<file path="src/rtl/spi_slave_6502.sv">
// SPI mode-0 target on the 6502 bus: MSB-first byte stream with RX/TX FIFOs.
// Define SPI_SLAVE_6502_IRQ_EN to build the registered interrupt output and CTRL irq_en bit.
module spi_slave_6502 #(
    parameter int unsigned address_width = 16,
    parameter int unsigned data_width    = 8,
    parameter int unsigned BaseAddress   = 'h9230,
    parameter int unsigned FifoDepth     = 8,
    parameter int unsigned FillByte      = 'hFF
) (
    input  logic                     clk_i,
    input  logic                     reset_i,
    input  logic [address_width-1:0] address_i,
    input  logic [data_width-1:0]    data_i,
    output logic [data_width-1:0]    data_o,
    input  logic                     rd_wr_i,
    input  logic                     spi_sclk_i,
    input  logic                     spi_cs_ni,
    input  logic                     spi_mosi_i,
    output logic                     spi_miso_o,
    output logic                     irq_o
);
    localparam int unsigned AW = $clog2(FifoDepth);
    localparam int unsigned CW = AW + 1;
    localparam logic [CW-1:0] FULL_COUNT = CW'(FifoDepth);
    localparam logic [0:0] IDLE   = 1'b0;
    localparam logic [0:0] ACTIVE = 1'b1;

    logic [2:0] sclk_sync, cs_sync;
    logic [1:0] mosi_sync;
    logic       sclk_rise, sclk_fall, cs_fall, cs_rise, cs_active;

    logic [0:0] state, state_next;
    logic       frame_start, frame_end, spi_rise, spi_fall;

    logic [2:0]            bitcnt;
    logic [data_width-1:0] rx_shift, tx_shift, rx_byte, tx_load_byte, rd_data;

    logic [data_width-1:0] rx_mem [FifoDepth];
    logic [data_width-1:0] tx_mem [FifoDepth];
    logic [AW-1:0] rx_wr, rx_rd, tx_wr, tx_rd;
    logic [CW-1:0] rx_count, tx_count;
    logic rx_empty, rx_full, tx_empty, tx_full;
    logic rx_overflow, tx_underflow, frame_done;

    logic [address_width-1:0] offset;
    logic       in_range, rd_sel, wr_sel, ctrl_wr;
    logic [2:0] reg_sel;
    logic tx_load, tx_pop, tx_push, rx_pop, rx_push, spi_push;
    logic [7:0] status, ctrl_rd;

    // Two-flop synchronizers plus one history flop for edge detection
    always_ff @(posedge clk_i or posedge reset_i) begin
        if (reset_i) begin
            sclk_sync <= 3'b000;
            cs_sync   <= 3'b111;
            mosi_sync <= 2'b00;
        end else begin
            sclk_sync <= {sclk_sync[1:0], spi_sclk_i};
            cs_sync   <= {cs_sync[1:0], spi_cs_ni};
            mosi_sync <= {mosi_sync[0], spi_mosi_i};
        end
    end

    assign sclk_rise = sclk_sync[1] & ~sclk_sync[2];
    assign sclk_fall = ~sclk_sync[1] & sclk_sync[2];
    assign cs_fall   = ~cs_sync[1] & cs_sync[2];
    assign cs_rise   = cs_sync[1] & ~cs_sync[2];
    assign cs_active = ~cs_sync[1];

    always_ff @(posedge clk_i or posedge reset_i) begin
        if (reset_i) state <= IDLE;
        else         state <= state_next;
    end

    // CS rise wins over any sclk edge seen in the same cycle
    always_comb begin
        state_next  = state;
        frame_start = 1'b0;
        frame_end   = 1'b0;
        spi_rise    = 1'b0;
        spi_fall    = 1'b0;
        case (state)
            IDLE: begin
                if (cs_fall) begin
                    state_next  = ACTIVE;
                    frame_start = 1'b1;
                end
            end
            ACTIVE: begin
                if (cs_rise) begin
                    state_next = IDLE;
                    frame_end  = 1'b1;
                end else begin
                    spi_rise = sclk_rise;
                    spi_fall = sclk_fall;
                end
            end
            default: state_next = IDLE;
        endcase
    end

    assign offset   = address_i - address_width'(BaseAddress);
    assign in_range = offset < address_width'(5);
    assign reg_sel  = offset[2:0];
    assign rd_sel   = in_range & ~rd_wr_i;
    assign wr_sel   = in_range & rd_wr_i;
    assign ctrl_wr  = wr_sel & (reg_sel == 3'd3);

    assign rx_empty = (rx_count == '0);
    assign rx_full  = (rx_count == FULL_COUNT);
    assign tx_empty = (tx_count == '0);
    assign tx_full  = (tx_count == FULL_COUNT);

    assign rx_byte      = {rx_shift[data_width-2:0], mosi_sync[1]};
    assign tx_load_byte = tx_empty ? data_width'(FillByte) : tx_mem[tx_rd];
    assign tx_load      = frame_start | (spi_fall & (bitcnt == 3'd0));
    assign tx_pop       = tx_load & ~tx_empty;
    assign tx_push      = wr_sel & (reg_sel == 3'd1) & (~tx_full | tx_pop);
    assign spi_push     = spi_rise & (bitcnt == 3'd7);
    assign rx_pop       = rd_sel & (reg_sel == 3'd0) & ~rx_empty;
    assign rx_push      = spi_push & (~rx_full | rx_pop);

    assign status = {frame_done, cs_active, tx_underflow, rx_overflow,
                     tx_full, tx_empty, rx_full, ~rx_empty};

`ifdef SPI_SLAVE_6502_IRQ_EN
    logic irq_en;

    always_ff @(posedge clk_i or posedge reset_i) begin
        if (reset_i) begin
            irq_en <= 1'b0;
            irq_o  <= 1'b0;
        end else begin
            if (ctrl_wr && data_i[7]) irq_en <= 1'b1;
            irq_o <= irq_en & (~rx_empty | rx_overflow | frame_done);
        end
    end

    assign ctrl_rd = {irq_en, 7'b0};
`else
    assign irq_o   = 1'b0;
    assign ctrl_rd = 8'h00;
`endif

    always_comb begin
        rd_data = '0;
        if (rd_sel) begin
            case (reg_sel)
                3'd0:    rd_data = rx_empty ? '0 : rx_mem[rx_rd];
                3'd2:    rd_data = status;
                3'd3:    rd_data = ctrl_rd;
                3'd4:    rd_data = data_width'(rx_count);
                default: rd_data = '0;
            endcase
        end
    end

    // FIFO storage needs no reset; occupancy lives in the counters
    always_ff @(posedge clk_i) begin
        if (rx_push) rx_mem[rx_wr] <= rx_byte;
        if (tx_push) tx_mem[tx_wr] <= data_i;
    end

    always_ff @(posedge clk_i or posedge reset_i) begin
        if (reset_i) begin
            data_o       <= '0;
            spi_miso_o   <= 1'b0;
            bitcnt       <= 3'd0;
            rx_shift     <= '0;
            tx_shift     <= '0;
            rx_wr        <= '0;
            rx_rd        <= '0;
            rx_count     <= '0;
            tx_wr        <= '0;
            tx_rd        <= '0;
            tx_count     <= '0;
            rx_overflow  <= 1'b0;
            tx_underflow <= 1'b0;
            frame_done   <= 1'b0;
        end else begin
            data_o <= rd_data;

            if (frame_end) begin
                bitcnt     <= 3'd0;
                rx_shift   <= '0;
                spi_miso_o <= 1'b0;
            end else begin
                if (spi_rise) begin
                    rx_shift <= rx_byte;
                    bitcnt   <= bitcnt + 3'd1;
                end
                if (frame_start) bitcnt <= 3'd0;
                if (tx_load) begin
                    tx_shift   <= tx_load_byte;
                    spi_miso_o <= tx_load_byte[data_width-1];
                end else if (spi_fall) begin
                    tx_shift   <= tx_shift << 1;
                    spi_miso_o <= tx_shift[data_width-2];
                end
            end

            // Flush beats any push/pop landing in the same cycle
            if (ctrl_wr && data_i[3]) begin
                rx_wr    <= '0;
                rx_rd    <= '0;
                rx_count <= '0;
            end else begin
                if (rx_push) rx_wr <= rx_wr + AW'(1);
                if (rx_pop)  rx_rd <= rx_rd + AW'(1);
                if (rx_push && !rx_pop)      rx_count <= rx_count + CW'(1);
                else if (!rx_push && rx_pop) rx_count <= rx_count - CW'(1);
            end

            if (ctrl_wr && data_i[4]) begin
                tx_wr    <= '0;
                tx_rd    <= '0;
                tx_count <= '0;
            end else begin
                if (tx_push) tx_wr <= tx_wr + AW'(1);
                if (tx_pop)  tx_rd <= tx_rd + AW'(1);
                if (tx_push && !tx_pop)      tx_count <= tx_count + CW'(1);
                else if (!tx_push && tx_pop) tx_count <= tx_count - CW'(1);
            end

            // Clears beat sets
            if (ctrl_wr && data_i[0])            rx_overflow <= 1'b0;
            else if (spi_push && rx_full && !rx_pop) rx_overflow <= 1'b1;
            if (ctrl_wr && data_i[1])            tx_underflow <= 1'b0;
            else if (tx_load && tx_empty)        tx_underflow <= 1'b1;
            if (ctrl_wr && data_i[2])            frame_done <= 1'b0;
            else if (frame_end)                  frame_done <= 1'b1;
        end
    end
endmodule

</file>
<file path="config.mk">
export PLATFORM = sky130hd
export DESIGN_NAME = spi_slave_6502
export DESIGN_NICKNAME = d
export VERILOG_FILES = /design/src/rtl/spi_slave_6502.sv
export SDC_FILE = /design/constraint.sdc
export NUM_CORES = 1
export LEC_CHECK = 0
export BUFFER_PORTS_ARGS = -buffer_cell sky130_fd_sc_hd__buf_2
export CAP_MARGIN = 20
export CORE_MARGIN = 1
export CORE_UTILIZATION = 35
export CTS_BUF_LIST = sky130_fd_sc_hd__clkbuf_8
export CTS_CLUSTER_DIAMETER = 30
export CTS_CLUSTER_SIZE = 20
export DETAILED_ROUTE_END_ITERATION = 10
export PLACE_DENSITY_LB_ADDON = 0.2
export SETUP_SLACK_MARGIN = 0.3
export SLEW_MARGIN = 20
export SYNTH_ARGS = -nofsm -noshare
export SYNTH_HDL_FRONTEND = slang
export SYNTH_SLANG_ARGS = --single-unit
</file>
<file path="constraint.sdc">
create_clock -name clk_i -period 3.31 [get_ports clk_i]
set_clock_uncertainty 0.1 [all_clocks]
set_input_delay 0.1655 -clock clk_i [delete_from_list [all_inputs] [get_ports clk_i]]
set_output_delay 0.1655 -clock clk_i [all_outputs]
set_load 0.01 [all_outputs]
</file>
==> flow_metrics.py, run 1 <==
metrics = {
    "min_path": {
        "hp-class": "in2reg",
    },
    "grt": {
        "antenna_found_initial": 0,
        "use_met3": 0.03102,
        "top_usage_layer": "met2",
        "globalRouteMet2Util": 0.2491,
        "gr-usage-met1": 0.2102,
        "grt_pass1_wl_mm": 25.48,
        "grt_pass1_vias": 4531,
        "grt_usage": 0.1545,
        "gr-total-overflow": 0,
        "grt_max_degree": 42,
    },
    "power_and_ir_drop": {
        "p_switching_w": 0.001430,
        "internal_power_w": 0.003675,
        "power.leakage_nw": 3.306,
        "pwr_density_cell_mw_per_mm2": 559.2,
        "seqPwrFrac": 0.541,
        "switching_share": 0.2801,
        "clkPwrFrac": 0.301,
        "combPwrFrac": 0.159,
        "vdd_drop_max_mv": 0.3050,
    },
    "floorplanning": {
        "dieHeight_um": 151.4,
        "fp.dieW_um": 151.4,
        "start_util": 0.3580,
        "rows": 54,
        "coreArea_mm2": 0.02182,
        "die_area_mm2": 0.02292,
        "io_pins": 40,
    },
    "sta": {
        "hold_ws_ns": 0.06130,
        "rsz0062_at_grt": "false",
        "tightest_slew_ns": 0.9298,
        "slew_violations": 0,
        "setup_viol": 0,
        "max_slew_margin": 0.3793,
        "hold_viol": 0,
        "max_freq_mhz": 347.6,
        "finalCritPeriodShare": 0.8691,
        "tns_ns": 0,
        "post-route-min-period_ns": 2.877,
    },
    "synthesis": {
        "synth_flop_cell": "edfxtp_1",
        "yosysUniqueCellTypes": 53,
        "yosysTopAreaCell": "edfxtp_1",
        "synth.ff_latch_count": 186,
        "synth_top_area_frac": 0.4920,
        "synth_area_leaders": "edfxtp_1, dfrtp_1, mux4_2, mux2i_1, nand2_1",
        "ys_seq_area_frac": 0.6783,
        "synth.avg_cell_area_um2": 15.59,
        "synth_edf_count": 128,
        "synthArstFlopShare": 0.3118,
        "syn-cell-area_mm2": 0.007812,
        "yosysWarnings": 0,
        "syn-num-nets": 544,
        "syn_inst": 501,
    },
    "layout": {
        "syn_to_final_growth_pct": 16.86,
        "layout-drive-gt1-share": 0.2732,
        "nNetsFinal": 623,
        "diodes": 0,
    },
    "setup_path": {
        "cp-end-kind": "register",
        "crit_buf_inv": 2,
        "slowest_delay_ns": 0.41,
        "crit_fanout": 10,
        "critPathLaunchType": "register",
        "critPathRequiredTime_ns": 3.57,
        "cp.arrival_ns": 3.14,
        "crit_family": "compound AO/OA/AOI/OAI gates",
        "path_class": "reg2reg",
        "slowest_stage": "dfrtp_1",
        "path_common_cell": "ha_1",
        "worstPathCellList": "inv_1 > ha_1 > nor4bb_4 > a31oi_4 > buf_4 > or2_4 > nand2_2 > ha_1 > a21o_1 > a21oi_1 > o21ai_0 > a31oi_1 > o22ai_1",
    },
    "placed_design": {
        "post-dp-hpwl_mm": 11.32,
        "place_congestion": 0.7721,
        "io_buffers": 38,
    },
    "drt": {
        "wirelength_mm": 16.58,
        "drtAntennaViolNets": 0,
        "wl_per_cell_um": 18.99,
        "dr.pass1.iters": 6,
        "route.detailed.drc": 0,
        "vias_per_cell": 5.097,
        "drt_iter0_markers": 219,
        "vias": 4450,
    },
    "clock_tree": {
        "clockBufferDepth": 2,
        "cts_tree": "built",
        "clkSlewWorstSetupHoldPaths_ns": 0.11,
        "clock-sinks": 186,
        "h-tree-depth": 4,
        "root_buffer": "clkbuf_8",
        "clk_latency_ns": 0.47,
        "cts-buffers-inserted": 17,
    },
    "job": {
        "cap_violations": 0,
    },
    "outcome": {
        "status": "complete, no violations",
    },
}
-- cell families (layout without fill, tap and decap cells) --
group | count (synthesis) | after routing | synth area share
xor gates and xnor gates | 11 | 11 | 0.01233
adders and majority gates | 13 | 13 | 0.02274
DFF | 186 | 186 | 0.6783
other | 1 | 1 | 0.0004800
buffers and inverters | 34 | 126 | 0.01682
and+or+nand+nor | 135 | 135 | 0.08921
muxes | 55 | 55 | 0.1230
AOI/OAI and AO/OA | 66 | 66 | 0.05718
-- state kept, by name (all words and copies together) (netlist names), 2 cells and up --
| name | flops |
|---|---|
| bitcnt | 3 |
| rx_count | 4 |
| tx_mem | 64 |
| tx_count | 4 |
| mosi_sync | 2 |
| rx_shift | 7 |
| tx_rd | 3 |
| data_o | 8 |
| rx_wr | 3 |
| rx_mem | 64 |
| rx_rd | 3 |
| tx_shift | 7 |
| cs_sync | 3 |
| sclk_sync | 3 |
| tx_wr | 3 |
-- routing by layer --
metal / share of wire / vias to the layer above / wire [µm]
li1: - / 2073 / -
met5: 0 / - / 0
met2: 0.49 / 89 / 8148
met1: 0.46 / 2277 / 7682
met3: 0.036 / 11 / 594
met4: 0.0090 / 0 / 150
-- layout by cell type, fill, tap and decap left out, drive strengths merged, types with 13 or more instances in the layout --
cell / count
buf: 69
clkbuf: 17
dfrtp: 55
dlygate4sd3: 13
edfxtp: 128
inv: 22
mux2i: 15
mux4: 32
nand2: 37
nor2: 32
o21ai: 17
-- worst paths after layout --
check,slack (ns),end,from,depth (start not counted)
max,0.43,tx_count[3],bitcnt[0],13
min reg2reg,0.26,mosi_sync[1],mosi_sync[0],0
min,0.06,data_o[1],address_i[0],3
max in group asynchronous,1.95,data_o[2],reset_i,4
min in group asynchronous,0.34,sclk_sync[0],reset_i,3
max reg2reg,0.43,tx_count[3],bitcnt[0],13
-- area by class of cell --
cell class / count / area [µm²]
clock buffer: 17 / 234.0
clock inverter: 15 / 166.4
fill: 2019 / 12690
inverter: 12 / 45.04
multi-input combinational: 281 / 2470
sequential: 186 / 5299
tap: 280 / 350.3
timing repair buffer: 82 / 565.5
-- stage by stage --
step | worst slack (ns) | util | power (W) | instance area, µm² | instances
6_report | 0.4333 | 0.4184 | 0.005105 | 9130 | 873
3_5_place_dp | 0.02115 | 0.3908 | 0.003608 | 8528 | 827
3_3_place_gp | 0.1330 | 0.3908 | 0.003583 | 8528 | 827
2_1_floorplan | 0.1292 | - | 0.003349 | 7824 | 501
4_1_cts | 0.3416 | 0.4157 | 0.005161 | 9072 | 872
5_1_grt | 0.2329 | 0.4184 | 0.005352 | 9130 | 873
-- Yosys cell counts, drive strengths merged, types with 2 or more instances --
cell type,count
a211oi,5
inv,12
ha,11
fa,2
and2,8
a22o,2
nand4b,2
a22oi,3
nor2,32
nand4,2
or3,4
nand2,37
or2,2
xnor2,6
buf,5
nor3,6
a21o,4
o21ai,17
xor2,5
o31ai,2
or4,2
nor4b,3
a2111oi,2
nor3b,5
clkbuf,17
o32ai,2
dfstp,3
nor2b,9
o22a,3
mux2,8
a21oi,11
dfrtp,55
nand2b,6
nand3,4
o22ai,8
and3,2
nor4,8
edfxtp,128
mux2i,15
a31oi,2
mux4,32
-- repair_timing --
action                     in CTS  in global routing
hold endpoints to repair      108                  0
setup buffers                   0                  1
gates resized for setup         3                  7
hold buffers                   13                  0
setup endpoints to repair       1                  2
-- power groups by stage --
stage	logic, W	registers (W)	clock network (W)
CTS	0.000816	0.00276	0.00158
global placement	0.000777	0.00281	0
detailed placement	0.000796	0.00281	0
global route	0.000899	0.00278	0.00167
floorplan	0.000636	0.00271	0
finish	0.000810	0.00276	0.00153
-- tightest hold or removal path, stage by stage --
cell    delay (ns)
buf_2         0.21
o22a_1        0.17
nor2_1        0.05
Power figures use the tool's default switching activity.
==> run 2, diff against run 1 <==
- CAP_MARGIN: 20 -> default
- RECOVER_POWER: default -> 50
==> run 2 against run 1 <==
Net effect: critical path type unchanged; the run now ends with capacitance limit, slew limit left; die area did not move; setup slack improved by 0.0087 ns; hold slack about the same; via count decreased by 0.22%; global-route usage unchanged; routed wire length shrank 0.11%; power barely moved; cell count stayed put; utilization is 0.11 points lower; register-to-register slack is essentially flat.
==> flow_metrics.py, run 2 (same netlist as run 1, synthesis figures left out) <==
metrics = {
    "placed_design": {
        "dpl.cell_count": 827,
        "io_buffers": 38,
        "post-dp-hpwl_mm": 11.32,
        "place_congestion": 0.7721,
    },
    "job": {
        "cap_violations": 1,
    },
    "setup_path": {
        "critPathLaunchType": "register",
        "critPathRequiredTime_ns": 3.57,
        "cp-end-kind": "register",
        "crit_fanout": 10,
        "cp.arrival_ns": 3.13,
        "path_class": "reg2reg",
    },
    "grt": {
        "grt_pass1_wl_mm": 25.48,
        "grt_max_degree": 42,
        "gr-total-overflow": 0,
        "antenna_found_initial": 0,
        "grt_usage": 0.1545,
        "grt_pass1_vias": 4531,
    },
    "sta": {
        "hold_ws_ns": 0.06140,
        "rsz0062_at_grt": "false",
        "finalCritPeriodShare": 0.8665,
        "max_freq_mhz": 348.7,
        "post-route-min-period_ns": 2.868,
        "hold_viol": 0,
        "max_slew_margin": -0.1052,
        "setup_viol": 0,
        "tightest_slew_ns": 1.656,
        "tns_ns": 0,
        "slew_violations": 42,
    },
    "power_and_ir_drop": {
        "vdd_drop_max_mv": 0.3015,
        "seqPwrFrac": 0.541,
        "combPwrFrac": 0.158,
        "pwr_density_cell_mw_per_mm2": 560.2,
        "switching_share": 0.2802,
        "p_switching_w": 0.001429,
        "power.leakage_nw": 3.242,
        "total_power_w": 0.005100,
        "clkPwrFrac": 0.301,
        "internal_power_w": 0.003671,
    },
    "layout": {
        "diodes": 0,
        "layout-drive-gt1-share": 0.2378,
        "reg_top3": "rx_mem (64), tx_mem (64), data_o (8)",
        "syn_to_final_growth_pct": 16.54,
        "fin_util": 0.4172,
        "fillCellCount": 2030,
        "multiInputGateArea_mm2": 0.002470,
        "final_cell_mix": "edfxtp_1, dfrtp_1, nand2_1",
        "layout_commonest_cell": "edfxtp_1",
        "regArea_mm2": 0.005299,
        "fin_cells": 873,
        "nNetsFinal": 623,
    },
    "floorplanning": {
        "die_area_mm2": 0.02292,
        "start_util": 0.3580,
        "rows": 54,
        "io_pins": 40,
        "fp.dieW_um": 151.4,
        "dieHeight_um": 151.4,
        "coreArea_mm2": 0.02182,
    },
    "drt": {
        "wl_per_cell_um": 18.97,
        "dr.pass1.iters": 4,
        "drtAntennaViolNets": 0,
        "vias": 4440,
        "drt_iter0_markers": 226,
        "route.detailed.drc": 0,
        "vias_per_cell": 5.086,
        "wirelength_mm": 16.56,
    },
    "clock_tree": {
        "root_buffer": "clkbuf_8",
        "clkSlewWorstSetupHoldPaths_ns": 0.11,
        "h-tree-depth": 4,
        "clock-sinks": 186,
        "clockBufferDepth": 2,
        "cts_tree": "built",
        "cts-buffers-inserted": 17,
        "clk_latency_ns": 0.47,
    },
    "outcome": {
        "status": "finished with violations",
        "violations": "capacitance limit, slew limit",
    },
    "min_path": {
        "hp-class": "in2reg",
    },
}
## run 2: through the flow
| stage | setup slack, ns | instance area (µm²) |
|---|---|---|
| 6_report | 0.4421 | 9105 |
| 2_1_floorplan | 0.1292 | 7824 |
| 5_1_grt | 0.2329 | 9105 |
| 3_3_place_gp | 0.1330 | 8528 |
| 4_1_cts | 0.3416 | 9072 |
| 3_5_place_dp | 0.02115 | 8528 |
## run 2: cell type report
class | instances | area share
Sequential cell | 186 | 0.5820
Multi-Input combinational cell | 281 | 0.2713
Timing Repair Buffer | 82 | 0.05937
Tap cell | 280 | 0.03848
Clock buffer | 17 | 0.02570
Clock inverter | 15 | 0.01828
Inverter | 12 | 0.004947
## run 2: routing by layer
layer | up-vias | routed length [µm] | share of wire | global-route usage
met3 | 14 | 560 | 0.034 | 0.03102
met4 | 0 | 174 | 0.011 | 0.04650
met5 | - | 0 | 0 | 0
li1 | 2073 | - | - | -
met1 | 2262 | 7654 | 0.46 | 0.2102
met2 | 91 | 8169 | 0.49 | 0.2491
## run 2: timing repair
action / in CTS / in global routing
hold buffers: 13 / 0
gates resized for setup: 3 / 7
endpoints found under the hold margin: 108 / 0
setup buffers: 0 / 1
endpoints found under the setup margin: 1 / 2
cloned: 0 / 0
## run 2: power by group through the flow
stage               combinational (W)  clock, W  sequential [W]
global route                 0.000896   0.00167         0.00278
detailed placement           0.000796         0         0.00281
CTS                          0.000816   0.00158         0.00276
floorplan                    0.000636         0         0.00271
finish                       0.000806   0.00154         0.00276
global placement             0.000777         0         0.00281
## run 2: path summary, 6_finish.rpt
kind,slack (ns),end,cells after the start,start
hold / removal,0.06,data_o[1],3,address_i[0]
max in group asynchronous,0.81,data_o[2],4,reset_i
setup / recovery,0.44,tx_count[3],13,bitcnt[0]
hold reg to reg,0.26,mosi_sync[1],0,mosi_sync[0]
setup reg to reg,0.44,tx_count[3],13,bitcnt[0]
min in group asynchronous,0.65,sclk_sync[0],3,reset_i
## run 2: worst max-delay path, cell delays in order (launching register included)
cell and delay [ns]:
dfrtp_1 0.41, inv_1 0.07, ha_1 0.15, nor4bb_4 0.30, a31oi_4 0.15, buf_4 0.19
or2_4 0.31, nand2_2 0.11, ha_1 0.24, a21o_1 0.18, a21oi_1 0.16, o21ai_0 0.12
a31oi_1 0.19, o22ai_1 0.10
==> run 3, diff against run 2 <==
- CORE_UTILIZATION: 35 -> 34
- PLACE_DENSITY_LB_ADDON: 0.2 -> 0.15
==> run 3 against run 2 <==
Net effect: the run still ends with capacitance limit, slew limit left; count of clock-buffer cells in the layout is the same; routed wire length grew 1.2%; critical path depth is 2 lower; via count up 0.88%; hold slack lost 0.029 ns; flip-flop and latch count did not move; sequential share of layout area shrank 0.18 points.
==> flow_metrics.py, run 3 (same netlist as run 1, synthesis figures left out) <==
metrics = {
    "floorplanning": {
        "dieHeight_um": 153.6,
        "start_util": 0.3461,
        "coreArea_mm2": 0.02257,
        "rows": 55,
        "die_area_mm2": 0.02359,
        "io_pins": 40,
        "fp.dieW_um": 153.6,
    },
    "layout": {
        "syn_to_final_growth_pct": 16.91,
        "layout_commonest_cell": "edfxtp_1",
        "diodes": 0,
        "reg_top3": "rx_mem (64), tx_mem (64), data_o (8)",
        "final_cell_mix": "edfxtp_1, dfrtp_1, nand2_1",
        "final_cell_area_mm2": 0.009134,
        "nNetsFinal": 626,
        "layout-drive-gt1-share": 0.2399,
    },
    "power_and_ir_drop": {
        "vdd_drop_max_mv": 0.2878,
        "power.leakage_nw": 3.254,
        "pwr_density_cell_mw_per_mm2": 561.0,
    },
    "setup_path": {
        "cp.arrival_ns": 3.07,
        "crit_fanout": 7,
        "path_class": "reg2reg",
        "cp-end-kind": "register",
        "critPathLaunchType": "register",
        "critPathRequiredTime_ns": 3.56,
    },
    "sta": {
        "hold_viol": 0,
        "rsz0062_at_grt": "false",
        "max_slew_margin": -0.1416,
        "finalCritPeriodShare": 0.8537,
        "tightest_slew_ns": 1.711,
        "tns_ns": 0,
        "slew_violations": 42,
        "post-route-min-period_ns": 2.826,
        "max_freq_mhz": 353.9,
        "setup_viol": 0,
    },
    "placed_design": {
        "io_buffers": 38,
        "place_congestion": 0.7448,
        "dpl_cell_area_mm2": 0.008537,
        "post-dp-hpwl_mm": 11.24,
    },
    "grt": {
        "top_usage_layer": "met2",
        "antenna_found_initial": 0,
        "gr-usage-met1": 0.2076,
        "grt_pass1_wl_mm": 26.39,
        "use_met3": 0.03269,
        "grt_usage": 0.1501,
        "gr-total-overflow": 0,
        "globalRouteMet2Util": 0.2390,
        "grt_pass1_vias": 4569,
        "grt_max_degree": 42,
    },
    "drt": {
        "dr.pass1.iters": 4,
        "vias_per_cell": 5.084,
        "drt_iter0_markers": 325,
        "wirelength_mm": 16.75,
        "drtAntennaViolNets": 0,
        "vias": 4479,
        "wl_per_cell_um": 19.01,
        "route.detailed.drc": 0,
    },
    "clock_tree": {
        "cts_tree": "built",
        "clock-sinks": 186,
        "root_buffer": "clkbuf_8",
        "clk_latency_ns": 0.46,
        "h-tree-depth": 4,
        "cts-buffers-inserted": 17,
        "clkSlewWorstSetupHoldPaths_ns": 0.11,
        "clockBufferDepth": 2,
    },
    "min_path": {
        "hp-class": "in2reg",
    },
    "outcome": {
        "status": "finished with violations",
        "violations": "capacitance limit, slew limit",
    },
    "job": {
        "cap_violations": 1,
    },
}
==> run 3: repair_timing <==
item,CTS,global route
pin swaps,0,1
buffers inserted,0,2
endpoints found under the hold margin,108,0
gates resized for setup,1,7
hold buffers,13,0
endpoints found under the setup margin,1,4
==> run 3: power by group <==
part           internal (W)  switching (W)  total, W
sequential          0.00260       0.000160   0.00276
clock              0.000596       0.000958   0.00155
combinational      0.000440       0.000375  0.000814
==> run 3: worst paths after layout <==
kind                            slack (ns)  depth (start not counted)           to  startpoint
worst max-delay path                  0.48                         11  tx_count[3]  cs_sync[1]
worst max register to register        0.48                         11  tx_count[3]  cs_sync[1]
worst min-delay path                  0.03                          4    data_o[1]     rd_wr_i
worst min register to register        0.25                          0   cs_sync[1]  cs_sync[0]
min in group asynchronous             0.68                          3  rx_shift[3]     reset_i
max in group asynchronous             0.76                          4    data_o[2]     reset_i
==> run 3: worst max-delay path: stages (launching register included) <==
cell	delay, ns
dfstp_1	0.71
nand2b_1	0.21
a31oi_4	0.26
buf_4	0.20
or2_2	0.14
nand2_2	0.06
ha_1	0.29
a21o_1	0.11
a21oi_1	0.06
or3_1	0.32
a31oi_1	0.17
o22ai_1	0.09
==> run 3: layout make-up <==
class	count	area [µm²]
clock buffers	17	234.0
clock inverters	15	188.9
fillers	2096	13440
inverters	12	45.04
multi-input cells	281	2461
flip-flops and latches	186	5299
well taps	285	356.6
repair buffers	85	549.3
==> run 3: per-layer routing <==
| metal | part of all wire | wire [µm] |
|---|---|---|
| met1 | 0.48 | 8030 |
| met2 | 0.48 | 8030 |
| met3 | 0.033 | 552 |
| met4 | 0.0081 | 135 |
| met5 | 0 | 0 |
==> run 3: metrics by stage <==
stage	util	hold slack [ns]	worst slack (ns)	power (W)	std cells
after floorplan	-	0.06998	0.1292	0.003349	501
after global placement	0.3782	0.1730	0.05375	0.003593	834
after CTS	0.4029	0.002750	0.3185	0.005184	879
final	0.4047	0.03244	0.4843	0.005124	881
after detailed placement	0.3782	0.1806	0.002743	0.003615	834
after global routing	0.4047	0.02733	0.3053	0.005374	881
